===== config.mk =====
export PLATFORM = sky130hd
export DESIGN_NAME = serial_subtractor
export DESIGN_NICKNAME = d
export VERILOG_FILES = /design/src/rtl/serial_subtractor_pkg.sv /design/src/rtl/serial_subtractor_p11.sv /design/src/rtl/serial_subtractor.sv
export SDC_FILE = /design/constraint.sdc
export NUM_CORES = 1
export LEC_CHECK = 0
export CORE_MARGIN = 2
export CORE_UTILIZATION = 46
export DETAILED_ROUTE_END_ITERATION = 8
export PLACE_DENSITY = 0.74
export SLEW_MARGIN = 20
export SYNTH_ARGS = -nofsm -noshare
export SYNTH_HDL_FRONTEND = slang
export SYNTH_HIERARCHICAL = 1
export SYNTH_SLANG_ARGS = --single-unit

===== constraint.sdc =====
create_clock -name clk -period 1.3 [get_ports clk]
set_input_delay 0.26 -clock clk [delete_from_list [all_inputs] [get_ports clk]]
set_output_delay 0.26 -clock clk [all_outputs]
set_load 0.005 [all_outputs]

===== src/rtl/serial_subtractor_pkg.sv =====
// Shared types for the bit-serial subtractor.
// State encoding and counter sizing helper.
package serial_subtractor_pkg;

    typedef enum logic [1:0] {
        IDLE = 2'd0,
        RUN  = 2'd1,
        DONE = 2'd2
    } state_t;

    function automatic int cnt_width(input int w);
        return $clog2(w + 1);
    endfunction

endpackage


===== src/rtl/serial_subtractor_p11.sv =====
// 1-bit full subtractor cell: a - b - c.
// Produces the difference bit and the outgoing borrow.
module p11 (
    input  logic a,
    input  logic b,
    input  logic c,
    output logic diff,
    output logic borrow
);

    assign diff   = a ^ b ^ c;
    assign borrow = (~a & b) | (~(a ^ b) & c);

endmodule


===== src/rtl/serial_subtractor.sv =====
// Bit-serial unsigned subtractor, LSB first.
// One cell plus a borrow flop, WIDTH cycles per result.
module serial_subtractor
    import serial_subtractor_pkg::*;
#(
    parameter int WIDTH = 8
) (
    input  logic             clk,
    input  logic             rst,
    input  logic             start,
    input  logic [WIDTH-1:0] a,
    input  logic [WIDTH-1:0] b,
    output logic             busy,
    output logic             done,
    output logic [WIDTH-1:0] diff,
    output logic             borrow_out
);

    localparam int CW = cnt_width(WIDTH);

    state_t           state;
    state_t           nstate;
    logic [WIDTH-1:0] sa;
    logic [WIDTH-1:0] sb;
    logic [WIDTH-1:0] pr;
    logic [WIDTH-1:0] pr_nxt;
    logic [CW-1:0]    count;
    logic             bf;
    logic             cd;
    logic             cb;
    logic             last;

    p11 u_cell (
        .a      (sa[0]),
        .b      (sb[0]),
        .c      (bf),
        .diff   (cd),
        .borrow (cb)
    );

    assign last   = (count == CW'(WIDTH - 1));
    assign pr_nxt = WIDTH'({cd, pr} >> 1);
    assign busy   = (state == RUN);
    assign done   = (state == DONE);

    // State register.
    always_ff @(posedge clk) begin
        if (rst) state <= IDLE;
        else     state <= nstate;
    end

    // Next-state: accept in IDLE, leave RUN after the last bit.
    always_comb begin
        nstate = state;
        unique case (state)
            IDLE:    if (start) nstate = RUN;
            RUN:     if (last)  nstate = DONE;
            DONE:    nstate = IDLE;
            default: nstate = IDLE;
        endcase
    end

    // Datapath: capture operands, shift one bit per RUN edge.
    always_ff @(posedge clk) begin
        if (rst) begin
            sa         <= '0;
            sb         <= '0;
            pr         <= '0;
            bf         <= 1'b0;
            count      <= '0;
            diff       <= '0;
            borrow_out <= 1'b0;
        end else if (state == IDLE && start) begin
            sa    <= a;
            sb    <= b;
            pr    <= '0;
            bf    <= 1'b0;
            count <= '0;
        end else if (state == RUN) begin
            sa    <= sa >> 1;
            sb    <= sb >> 1;
            pr    <= pr_nxt;
            bf    <= cb;
            count <= count + CW'(1);
            if (last) begin
                diff       <= pr_nxt;
                borrow_out <= cb;
            end
        end
    end

endmodule


==> results_dict.tcl <==
set metrics [dict create \
    outcome "completed" \
    first_pass_grt_wire_length_um 5990 \
    tritoncts "built" \
    placed_area_um2 2120 \
    fin_worst_hold_slack_ps 468 \
    detail-route-antenna-nets 0 \
    io_buffer_count 29 \
    ys_seq_elements 39 \
    remaining_drc_errors 0 \
    cp_capture_type "flip-flop" \
    synth.most_common_cell "sky130_fd_sc_hd__dfxtp_1" \
    crit_arrival_ps 1440 \
    max-vdd-ir-drop_mv 0.519 \
    worst_ep_required_time_ps 1480 \
    dieWidth_um 64.7 \
    ctsLongestPathBuffers 2 \
    timing.critical_path.buf_inv 2 \
    number_of_enable_flip_flop_cells_after_synthesis 0 \
    cp_top_family "compound AO/OA/AOI/OAI gates" \
    critical_path.max_fanout 12 \
    finalWeightedCongestion 0.769 \
    ys_async_sr_fraction_pct 0 \
    clock_insertion_delay_worst_skew_ps 290 \
    p_int_uw 1960 \
    setup-violations-final 0 \
    detailroute.via_count 1398 \
    period_minus_slack_ps 1260 \
    synth_area_leader_cell "sky130_fd_sc_hd__dfxtp_1" \
    design.final.nets 244 \
    chipHeight_um 64.7 \
    setup.reg_to_reg.worst_slack_ps 40 \
    share_of_the_cycle_needed_by_the_critical_path_after_routing_pct 96.8 \
    rr_startpoint "state[1]$_SDFFE_PP0P_" \
    worst-slew-pin-transition_ps 490 \
    grtUsageTotal_pct 18.8 \
    finalMaxSlewViolations 0 \
    power.sequential.fraction_pct 50.4 \
    antennaDiodeCount 0 \
    cap_viol_max_count 0 \
    cts_max_level 2 \
    rr_worst_depth 5 \
    first_pass_iters 4 \
    antenna_found_initial 0 \
    slew_headroom_pct 67.3 \
    worst_hold_startpoint "diff[7]$_SDFFE_PP0P_" \
    netlist.area_leader.share_pct 46.1 \
    netlist_top_cells_count "39 x sky130_fd_sc_hd__dfxtp_1, 21 x sky130_fd_sc_hd__nand2_1, 21 x sky130_fd_sc_hd__nand2b_1" \
    fmax_ghz 0.794 \
    first_global_vias 1373 \
    rsz0062_at_grt "false" \
    grt_max_degree 24 \
    endpoint "sa[5]$_SDFFE_PP0P_" \
    via_per_inst 5.16 \
    routedWlPerCell_um 13.5 \
    p_switching_uw 557 \
    crit_path_start_kind "flip-flop" \
    timing.setup.critical_path_class "flip-flop to flip-flop" \
    detailedRoute.firstIterationViolations 72 \
    yosys_warnings 6 \
    critical_path_depth 5 \
    initial_core_util_pct 46.9 \
    cts-buffers-inserted 5 \
    total_leakage_power_uw 0.000923 \
    yosys_most_used_dff "sky130_fd_sc_hd__dfxtp_1" \
    clkTransAtPathRegs_ps 70 \
    total_die_area_um2 4180 \
    cell_at_the_slowest_stage_of_the_critical_path "sky130_fd_sc_hd__dfxtp_2" \
    clkPwrFrac_pct 38.6 \
    core_region_area_um2 3610 \
    synthTopCellsByArea "sky130_fd_sc_hd__dfxtp_1 46%, sky130_fd_sc_hd__nand2b_1 7.8%, sky130_fd_sc_hd__a221o_1 7.1%" \
    power.density_cell_area_nw_per_um2 1100 \
    synth_seq_area_share_pct 46.1 \
    synthesis.area_um2 1690 \
    global_route.overflow_total 0 \
    area_growth_pct 35.3 \
    place.detailed.hpwl_um 2530 \
    p_sw_share_pct 22.1 \
    postRouteWirelength_um 3670 \
    fin_area_um2 2290 \
    reg2reg_to "sa[5]$_SDFFE_PP0P_" \
    fin_tns_setup_ps 0 \
    syn-num-nets 197 \
    holdCritPathClass "flip-flop to flip-flop" \
    cts_root_buffer "sky130_fd_sc_hd__clkbuf_8" \
    crit_path_cell_trace "buf_6 -> o21ba_4 -> nor2_2 -> buf_12 -> a221o_1" \
    syn_avg_cell_area_um2 9.62 \
    cts.sink_count 39 \
    netlist-cell-type-count 33 \
    pwr-share-comb_pct 11.0 \
    finalHoldViolCount 0 \
    max_incr_delay_on_cp_ps 340 \
    synthCells 176 \
    floorplan.io_pins 30 \
    startpoint "state[1]$_SDFFE_PP0P_" \
    finClkSkew_ps 4.35 \
    rows 22 \
    fraction_of_final_layout_cells_with_drive_strength_greater_than_1_pct 22.0 \
]
-- worst min path at each step --
stage | endpoint | slack (ps) | cells after the start
final | diff[7]$_SDFFE_PP0P_ | 470 | 2
after global routing | diff[4]$_SDFFE_PP0P_ | 490 | 2
after CTS | diff[4]$_SDFFE_PP0P_ | 470 | 2
after detailed placement | pr[1]$_SDFFE_PP0N_ | 460 | 2
after global placement | bf$_SDFFE_PP0N_ | 440 | 2
after floorplan | bf$_SDFFE_PP0N_ | 430 | 2
-- cell usage in the layout, fill, tap and decap left out, types with 2 or more instances in the layout --
| cell type | netlist | final |
|---|---|---|
| sky130_fd_sc_hd__dfxtp_2 | 0 | 7 |
| sky130_fd_sc_hd__dlygate4sd2_1 | 0 | 11 |
| sky130_fd_sc_hd__mux2i_1 | 9 | 9 |
| sky130_fd_sc_hd__inv_1 | 3 | 3 |
| sky130_fd_sc_hd__o22ai_1 | 2 | 2 |
| sky130_fd_sc_hd__a221o_1 | 12 | 12 |
| sky130_fd_sc_hd__or3b_1 | 2 | 2 |
| sky130_fd_sc_hd__nor2_2 | 1 | 2 |
| sky130_fd_sc_hd__buf_6 | 2 | 2 |
| sky130_fd_sc_hd__clkdlybuf4s50_1 | 0 | 16 |
| sky130_fd_sc_hd__nand2_1 | 21 | 21 |
| sky130_fd_sc_hd__clkbuf_8 | 0 | 5 |
| sky130_fd_sc_hd__a21oi_1 | 14 | 14 |
| sky130_fd_sc_hd__nand2b_1 | 21 | 20 |
| sky130_fd_sc_hd__nor2_1 | 6 | 5 |
| sky130_fd_sc_hd__dfxtp_1 | 39 | 31 |
| sky130_fd_sc_hd__buf_4 | 1 | 18 |
| sky130_fd_sc_hd__and2_1 | 12 | 12 |
| sky130_fd_sc_hd__nor3_1 | 3 | 3 |
| sky130_fd_sc_hd__inv_2 | 2 | 2 |
| sky130_fd_sc_hd__nor2b_1 | 4 | 3 |
-- metal layers --
layer  up-vias  track usage, %  routed length (µm)
li1        688               -                   -
met1       662            21.9                1570
met2        39            32.9                1860
met3         9            5.38                 169
met4         0            6.65                  71
met5         -               0                   0
-- cell families after synthesis --
kind of cell,after synthesis,synth area share (%)
AO/OA/AOI/OAI,31,13.7
buffers and inverters,16,5.03
adder cells (fa/ha/maj),2,1.92
XOR/XNOR,2,1.03
AND/OR/NAND/NOR,77,26.9
multiplexers,9,5.32
flip-flops,39,46.1
-- what timing repair did --
item,in CTS,in global routing
hold buffers,0,0
pin swaps,3,4
endpoints found under the hold margin,0,0
setup endpoints to repair,34,31
gates cloned,1,0
gates resized for setup,28,7
setup buffers,3,0
-- power by group through the flow --
stage	clock [µW]	sequential, µW	combinational, µW
2_1_floorplan	0	1280	149
3_3_place_gp	0	1290	256
3_5_place_dp	0	1290	265
4_1_cts	978	1260	272
5_1_grt	1050	1270	300
6_report	972	1270	276
-- sequential cells by signal, summed over array words and instances, names as in the netlist --
name,cells
sb,8
pr,7
bf,1
count,4
state,2
diff,8
sa,8
borrow_out,1
-- stage by stage --
stage | setup WS (ps) | power, µW | utilization, % | cells
6_report | 41.0 | 2520 | 63.5 | 271
5_1_grt | 4.09 | 2620 | 63.5 | 271
4_1_cts | 0.932 | 2510 | 63.0 | 271
3_5_place_dp | -509 | 1550 | 58.9 | 260
3_3_place_gp | -468 | 1550 | 58.9 | 260
2_1_floorplan | 53.3 | 1430 | - | 176
-- layout make-up --
| cell class | instances | area [µm²] |
|---|---|---|
| multi-input combinational | 122 | 872 |
| fill | 286 | 1320 |
| sequential | 39 | 793 |
| clock buffer | 6 | 72.6 |
| clock inverter | 1 | 30.0 |
| inverter | 5 | 18.8 |
| tap | 48 | 60.1 |
| timing repair buffer | 50 | 444 |
-- worst min-delay path, stage by stage, from the launching register on --
cell                       delay, ps
sky130_fd_sc_hd__dfxtp_1         310
sky130_fd_sc_hd__nand2b_1         60
sky130_fd_sc_hd__mux2i_1          50
No activity file was read; power rests on OpenSTA's default activity.
